===== src/rtl/wb_trace_buffer.sv =====
// wb_trace_buffer: captures register-file and data-memory writes into a circular FIFO and drains
// them over a valid/ready stream. Optional per-entry cycle stamps: define TRACE_TIMESTAMP_EN.
module wb_trace_buffer #(
    parameter int unsigned DATA_W = 32,
    parameter int unsigned ADDR_W = 9,
    parameter int unsigned DEPTH  = 16
) (
    input  logic                   clk,
    input  logic                   reset,
    input  logic                   reg_write_sig,
    input  logic [4:0]             reg_num,
    input  logic [DATA_W-1:0]      reg_data,
    input  logic                   wr,
    input  logic [ADDR_W-1:0]      addr,
    input  logic [DATA_W-1:0]      wr_data,
    output logic                   trace_valid,
    input  logic                   trace_ready,
    output logic                   trace_kind,
    output logic [ADDR_W-1:0]      trace_tag,
    output logic [DATA_W-1:0]      trace_data,
    output logic [15:0]            trace_ts,
    output logic [$clog2(DEPTH):0] count,
    output logic                   overflow,
    output logic [7:0]             drop_cnt,
    input  logic                   clr_ovf
);
    localparam int unsigned PW = $clog2(DEPTH);
    localparam int unsigned CW = PW + 1;
    localparam int unsigned EW = 1 + ADDR_W + DATA_W;
    localparam logic [CW:0] DepthF = (CW+1)'(DEPTH);

    logic [EW-1:0] entry_mem [DEPTH];
    logic [PW-1:0] wr_ptr, rd_ptr, wr_ptr1, rd_ptr_d;
    logic [CW-1:0] count_d;
    logic [CW:0]   free;
    logic          pop, r_ev, m_ev, push0, push1;
    logic [1:0]    n_drop;
    logic [EW-1:0] reg_entry, mem_entry, e0, head_d;
    logic          ovf_d;
    logic [8:0]    drop_sum;
    logic [7:0]    drop_d;

    always_comb begin
        pop       = trace_valid && trace_ready;
        r_ev      = reg_write_sig && (reg_num != 5'd0);
        m_ev      = wr;
        free      = DepthF - {1'b0, count} + (CW+1)'(pop);
        reg_entry = {1'b0, ADDR_W'(reg_num), reg_data};
        mem_entry = {1'b1, addr, wr_data};
        e0        = r_ev ? reg_entry : mem_entry;
        push0     = 1'b0;
        push1     = 1'b0;
        n_drop    = 2'd0;
        // Register write always takes the first free slot; memory write follows it.
        if (r_ev && m_ev) begin
            if (free >= (CW+1)'(2)) begin
                push0 = 1'b1;
                push1 = 1'b1;
            end else if (free == (CW+1)'(1)) begin
                push0  = 1'b1;
                n_drop = 2'd1;
            end else begin
                n_drop = 2'd2;
            end
        end else if (r_ev || m_ev) begin
            if (free != '0) push0 = 1'b1;
            else            n_drop = 2'd1;
        end
        wr_ptr1  = wr_ptr + PW'(1);
        rd_ptr_d = rd_ptr + PW'(pop);
        count_d  = count + CW'(push0) + CW'(push1) - CW'(pop);
    end

    // Next head, bypassing storage when the new head is being written this cycle.
    always_comb begin
        if (count_d == '0)                          head_d = '0;
        else if (push0 && (rd_ptr_d == wr_ptr))     head_d = e0;
        else if (push1 && (rd_ptr_d == wr_ptr1))    head_d = mem_entry;
        else                                        head_d = entry_mem[rd_ptr_d];
    end

    always_comb begin
        ovf_d    = (clr_ovf ? 1'b0 : overflow) | (n_drop != 2'd0);
        drop_sum = {1'b0, (clr_ovf ? 8'd0 : drop_cnt)} + 9'(n_drop);
        drop_d   = drop_sum[8] ? 8'hFF : drop_sum[7:0];
    end

    always_ff @(posedge clk or posedge reset) begin
        if (reset) begin
            wr_ptr      <= '0;
            rd_ptr      <= '0;
            count       <= '0;
            trace_valid <= 1'b0;
            trace_kind  <= 1'b0;
            trace_tag   <= '0;
            trace_data  <= '0;
            overflow    <= 1'b0;
            drop_cnt    <= 8'd0;
        end else begin
            wr_ptr      <= wr_ptr + PW'(push0) + PW'(push1);
            rd_ptr      <= rd_ptr_d;
            count       <= count_d;
            trace_valid <= (count_d != '0);
            {trace_kind, trace_tag, trace_data} <= head_d;
            overflow    <= ovf_d;
            drop_cnt    <= drop_d;
        end
    end

    always_ff @(posedge clk) begin
        if (push0) entry_mem[wr_ptr]  <= e0;
        if (push1) entry_mem[wr_ptr1] <= mem_entry;
    end

`ifdef TRACE_TIMESTAMP_EN
    logic [15:0] ts_q;
    logic [15:0] ts_mem [DEPTH];
    logic [15:0] head_ts_d;

    always_comb begin
        if (count_d == '0)                          head_ts_d = 16'h0;
        else if (push0 && (rd_ptr_d == wr_ptr))     head_ts_d = ts_q;
        else if (push1 && (rd_ptr_d == wr_ptr1))    head_ts_d = ts_q;
        else                                        head_ts_d = ts_mem[rd_ptr_d];
    end

    always_ff @(posedge clk or posedge reset) begin
        if (reset) begin
            ts_q     <= 16'h0;
            trace_ts <= 16'h0;
        end else begin
            ts_q     <= ts_q + 16'h1;
            trace_ts <= head_ts_d;
        end
    end

    always_ff @(posedge clk) begin
        if (push0) ts_mem[wr_ptr]  <= ts_q;
        if (push1) ts_mem[wr_ptr1] <= ts_q;
    end
`else
    assign trace_ts = 16'h0;
`endif

endmodule

===== config.mk =====
export PLATFORM = sky130hd
export DESIGN_NAME = wb_trace_buffer
export DESIGN_NICKNAME = d
export VERILOG_FILES = /design/src/rtl/wb_trace_buffer.sv
export SDC_FILE = /design/constraint.sdc
export NUM_CORES = 2
export LEC_CHECK = 0
export BUFFER_PORTS_ARGS = -buffer_cell sky130_fd_sc_hd__buf_2
export CORE_MARGIN = 2
export CORE_UTILIZATION = 45
export DETAILED_ROUTE_END_ITERATION = 12
export PLACE_DENSITY_LB_ADDON = 0.3
export SETUP_SLACK_MARGIN = 0.4
export SLEW_MARGIN = 10
export SYNTH_ARGS = -nofsm -noshare
export SYNTH_HDL_FRONTEND = slang
export SYNTH_SLANG_ARGS = --single-unit

===== constraint.sdc =====
create_clock -name clk -period 6.94 [get_ports clk]
set_input_delay 1.041 -clock clk [delete_from_list [all_inputs] [get_ports clk]]
set_output_delay 1.041 -clock clk [all_outputs]
set_load 0.05 [all_outputs]

=== After elaboration in Yosys (flattened, before gate mapping) ===
Memory sizes are Yosys's and may differ from the RTL's.
Index checks and enable logic that the tools add are counted.

* Bits in registers: 65
* Bits in latches: 0
* RAM bits: 672
* Bits in read-only memories: 0
* Bits of input ports: 84
* Output and inout bits: 73
* Memories kept: 1

{| class="wikitable"
|+ Memories
! name !! words !! width !! rd ports !! clocked after Yosys merged registers in !! wr ports !! line !! text
|-
| entry_mem || 16 || 42 || 1 || 0 || 2 || 32 || <nowiki>logic [EW-1:0] entry_mem [DEPTH];</nowiki>
|}

* Add/sub/neg operators: 10
* Multiply operators: 0
* Divide/modulo/power cells: 0
* Order comparisons: 1
* Eq/ne operators: 3
* Shifts and indexed selects: 0
* Muxes and demuxes: 23
* Bitwise gates (word level): 1
* Reduce and logical (&&, ||, !) cells: 11

{| class="wikitable"
|+ Operator list
! operator !! number
|-
| 2-to-1 mux 42 bit || 4
|-
| 2-to-1 mux 8 bit || 2
|-
| 2-to-1 mux 1 bit || 14
|-
| adder 4 x 1 -> 4 bit || 3
|-
| adder 5 x 1 -> 5 bit || 2
|-
| nonzero test 5 bit || 2
|-
| adder 8 x 2 -> 9 bit || 1
|-
| == test 4 bit || 2
|-
| adder 6 x 1 -> 6 bit || 1
|-
| == test 6 x 1 -> 1 bit (second input constant) || 1
|-
| >= comparator 6 x 2 -> 1 bit (second input constant) || 1
|-
| 2-to-1 mux 2 bit || 3
|-
| nonzero test 6 bit || 1
|-
| subtractor 5 x 5 -> 6 bit (first input constant) || 1
|-
| logical AND 1 bit || 5
|-
| logical NOT 5 bit || 1
|-
| subtractor 5 x 1 -> 5 bit || 1
|-
| adder 4 x 1 -> 4 bit (second input constant) || 1
|-
| nonzero test 2 bit || 1
|-
| logical OR 1 bit || 1
|-
| OR 1 bit || 1
|}

=== Logic depth before layout (Yosys ltp) ===
* Depth after elaboration: 11
* Mapped depth: 21

=== Worst setup path after synthesis ===
Ideal clock, no wire load.

* Kind: input port to flip-flop
* Start point: in trace_ready
* End point: reg trace_tag[1]
* Setup time: 0.145 ns
* Data arrival time: 5.331 ns
* Data required time: 6.795 ns
* Setup slack: 1.464 ns
* Cell stages on the path: 21
* Cell sequence: nand2_1 -> ha_1 -> inv_1 -> ha_1 -> xnor2_1 -> or3b_2 -> o32a_1 -> clkbuf_1 -> inv_1 -> ha_1 -> inv_1 -> fa_1 -> fa_1 -> nand2b_1 -> a21oi_1 -> or3_1 -> a211oi_1 -> inv_2 -> nand3_1 -> clkbuf_1 -> o221ai_1

* Word-level cells in the longest chain between the ends: 11
* Elaborated cells between the ends (all ways): 25

{| class="wikitable"
|+ Ends and longest elaborated chain
! element !! line !! text
|-
| from (decl) || 17 || <nowiki>input logic trace_ready,</nowiki>
|-
| logical AND 1 bit (*) || 44 || <nowiki>pop = trace_valid && trace_ready;</nowiki>
|-
| branches (longest 9 deep; another with adder 6 x 1 -> 6 bit) || n/a ||
|-
| 2-to-1 mux 42 bit (*) || 76 || <nowiki>if (count_d == '0) head_d = '0;</nowiki>
|-
| named net head_d[33] || 38 || <nowiki>logic [EW-1:0] reg_entry, mem_entry, e0, head_d;</nowiki>
|-
| to (signal assigned) || 95 || <nowiki>trace_tag <= '0;</nowiki>
|-
| to (signal assigned) || 104 || <nowiki>{trace_kind, trace_tag, trace_data} <= head_d;</nowiki>
|-
| to (decl) || 19 || <nowiki>output logic [ADDR_W-1:0] trace_tag,</nowiki>
|}

Mark *: on every way through the listed nets, which the timed path passes.

=== Worst setup path after layout ===
* Start point: in trace_ready
* End point: reg trace_data[7]

* Word-level cells in the longest chain between the ends: 11
* Elaborated cells between the ends (all ways): 25

{| class="wikitable"
|+ Ends and longest elaborated chain
! element !! line !! text
|-
| logical AND 1 bit (*) || 44 ||
|-
| branches (longest 9 deep; another with adder 6 x 1 -> 6 bit) || n/a ||
|-
| 2-to-1 mux 42 bit (*) || 76 ||
|-
| named net head_d[7] || 38 ||
|-
| to (signal assigned) || 96 || <nowiki>trace_data <= '0;</nowiki>
|-
| to (signal assigned) || 104 ||
|-
| to (decl) || 20 || <nowiki>output logic [DATA_W-1:0] trace_data,</nowiki>
|}

Marks and branches as above.

==> summary.txt <==
Die
  • Num rows: approximately 100
  • Die area: 82700 um^2
  • Initial Utilization: 0.452
  • I/O Pins: 157
  • Die X: 288 um
  • Die Y: roughly 290 um
  • Core region area: around 80000 um^2

Timing
  • Min Clock Period, post-route: 5.53 ns
  • Final TNS setup: 0 ns
  • Worst Skew: 0.0234 ns
  • # setup viols final: 0
  • Final slew viol count: 0
  • Final hold vios: 0
  • Worst slew margin: 0.134
  • Final WS setup: 1.41 ns
  • Unrepaired setup endpoints after global routing: false
  • Peak Freq: 181 MHz
  • Worst slew pin tran: 1.30 ns
  • Tcrit/Tclk final: 0.797

Layout
  • Final instance area: slightly above 40000 um^2
  • Fin nets: 3036
  • Reg area: ~22000 um^2
  • Final core occ: 0.503
  • Commonest non-fill, non-tap cell in the layout: edfxtp_1
  • Fill cells: 6697
  • Multi-input gate area: between 10000 and 15000 um^2
  • Share of layout cells above drive strength 1: 0.210
  • Layout area overhead: 11.1%
  • Most frequent cells in the layout: 656 x edfxtp_1, 637 x nand2_1, 489 x o21ai_0

Critical path
  • Reg2reg path depth: 21
  • Critical Path End: trace_data[7]
  • CP required: 7.39 ns
  • CP max FO: 27
  • Startpoint types: input port
  • Reg2reg setup slack: between 1.5 and 2 ns
  • R2r startpoint: trace_valid
  • Crit path from: trace_ready
  • Worst r2r dst: trace_data[7]
  • Nature of the critical path endpoint: flip-flop
  • Crit path DAT: 5.98 ns
  • WS Path Type: in -> reg

Clock network
  • Clk slew on worst S/H paths: 0.06 ns
  • Post-cts resize count: 0
  • TritonCTS clock tree: done
  • TritonCTS Sinks: 737
  • Worst skew pair latency: 0.63 ns
  • H-tree Lvls: 3
  • Root Driver: clkbuf_16
  • Bufs on Longest Clock Path: 3
  • TritonCTS Buffers: 76
  • Hold buffers post-CTS: 0
  • Post-CTS Setup Bufs: 0

Yosys
  • Post-synth top flop: edfxtp_1
  • Number of distinct library cells after synthesis: 51
  • Synth Instances: a little under 3000
  • Synth Area in Compound Gates: 0.102
  • Main combinational cell family by area after synthesis: multiplexers
  • Number of synthesized flops with an enable pin: 656
  • Seq/Total Area, Yosys: 0.598
  • XOR/XNOR share of the synthesized area: 0.00508
  • Simple-gate share of the synthesized area: 0.0996
  • Total of warnings raised by yosys: 0
  • Mux cell area share after synthesis: 0.141
  • Adder-cell share of the synthesized area: 0.00878
  • Post-synthesis average cell area: 12.3 um^2
  • Synthesized cell area: 36200 um^2
  • Async S/R FF share, synth: 0.0882
  • Number of synthesized register bits: 737

Job
  • Max_cap viols: 0

Routing
  • First-pass iteration count of the detailed router: 6
  • DR iter-0 viols: 3815
  • Vias: 25900
  • Via density: roughly 6.4
  • Total wire length: 117 mm
  • DRC errors left: 0
  • Routed Antenna Nets: 0
  • Average wire per standard cell: 28.8 um

Placed design
  • Dpl cell area: 37700 um^2
  • Placer Congestion: 0.855
  • IO buf count: 140
  • Worst slack, placed: 0.891 ns
  • HPWL Detailed: 66.6 mm

Worst hold path
  • Worst min path class: reg -> reg

Power
  • Pwr Density: 472 nW/um^2
  • Leak: 13.2 nW
  • Peak VDD IR: 0.368 mV

Global route
  • Initial antenna violation count: 3
  • Vias in the first global route: 25800
  • First-pass GRT wire length: 170 mm
  • Overall routing resource usage: 0.282
  • Grt total ovfl: 0
  • Largest net degree at the start of global routing: slightly above 90

Run status
  • Status: completed
-- cells by family (layout without fill, tap and decap cells) --
family | count (synthesis) | after routing
AND/OR/NAND/NOR | 844 | 844
flip-flops | 737 | 737
buffers and inverters | 391 | 411
XOR/XNOR | 21 | 21
AO/OA/AOI/OAI | 685 | 685
other | 1 | 19
multiplexers | 251 | 251
adder cells (fa/ha/maj) | 23 | 23
-- metal layers --
metal	wire, um	vias to the layer above	global-route usage
li1	-	10800	-
met1	42300	12900	0.370
met2	54900	1896	0.443
met3	14200	302	0.0682
met4	5180	2	0.132
met5	11	-	0
-- area by class of cell --
| type | instances | share of cell area |
|---|---|---|
| inverter | 58 | 0.00544 |
| timing repair buffer | 216 | 0.0333 |
| sequential | 737 | 0.538 |
| tap | 1060 | 0.0330 |
| multi-input combinational | 1840 | 0.329 |
| clock inverter | 23 | 0.00625 |
| clock buffer | 114 | 0.0549 |
| antenna | 3 | 0.000187 |
-- cell usage after synthesis (all sizes together), types with 2 or more instances --
master	number	area share
a211oi	3	0.00062
a21oi	23	0.0032
a32o	4	0.0011
and2	6	0.0010
and3	21	0.0036
and3b	2	0.00048
buf	75	0.012
clkbuf	258	0.027
dfrtp	65	0.045
dfxtp	16	0.0088
edfxtp	656	0.54
fa	4	0.0022
ha	19	0.0066
inv	58	0.0060
mux2	3	0.00093
mux2i	40	0.011
mux4	208	0.13
nand2	638	0.066
nand2b	18	0.0031
nand3	54	0.0075
nand4	2	0.00035
nor2	5	0.00052
nor2b	70	0.012
nor3	9	0.0012
o21ai	607	0.086
o21bai	3	0.00062
o221ai	36	0.0087
or2	10	0.0017
or3	5	0.00086
or3b	2	0.00048
xnor2	12	0.0029
xor2	9	0.0022
-- registers in the layout, indices dropped and copies added, names as in the netlist --
name / cells
trace_kind: 1
trace_tag: 9
count: 5
entry_mem: 672
drop_cnt: 8
overflow: 1
trace_data: 32
wr_ptr: 4
rd_ptr: 4
trace_valid: 1
-- critical path, stage by stage --
cell and delay [ns]:
buf_2 0.11, nand2_1 0.07, ha_1 0.17, inv_1 0.05
ha_1 0.21, xnor2_1 0.16, or3b_2 0.46, o32a_1 0.32
inv_1 0.11, ha_1 0.14, inv_1 0.04, fa_1 0.40
fa_1 0.45, nand2b_1 0.09, a21oi_1 0.07, or3_1 0.32
a211oi_1 0.26, buf_4 0.18, inv_2 0.22, nand3_2 0.37
buf_4 0.51, o221ai_1 0.20
-- metrics by stage --
step | cells | hold WS [ns] | total power (W)
2_1_floorplan | 2968 | 0.418 | 0.0122
3_3_place_gp | 3910 | 0.429 | 0.0146
3_5_place_dp | 3910 | 0.437 | 0.0149
4_1_cts | 4047 | 0.451 | 0.0189
5_1_grt | 4048 | 0.470 | 0.0197
6_report | 4051 | 0.449 | 0.0190
-- power breakdown --
group | switching (W) | total [W] | internal (W)
clock network | 0.00174 | 0.00413 | 0.00239
registers | 0.000376 | 0.00656 | 0.00618
logic | 0.00503 | 0.00830 | 0.00327
total | 0.00715 | 0.0190 | 0.0118
-- how the worst min path moves through the flow --
stage / startpoint / to / depth (start not counted)
after floorplan: entry_mem[10][41] / entry_mem[10][41] / 2
after global placement: entry_mem[15][41] / entry_mem[15][41] / 2
after detailed placement: entry_mem[15][41] / entry_mem[15][41] / 2
after CTS: entry_mem[15][41] / entry_mem[15][41] / 2
after global routing: entry_mem[5][41] / entry_mem[5][41] / 2
final: entry_mem[10][41] / entry_mem[10][41] / 2
No activity file was read; power rests on OpenSTA's default activity.
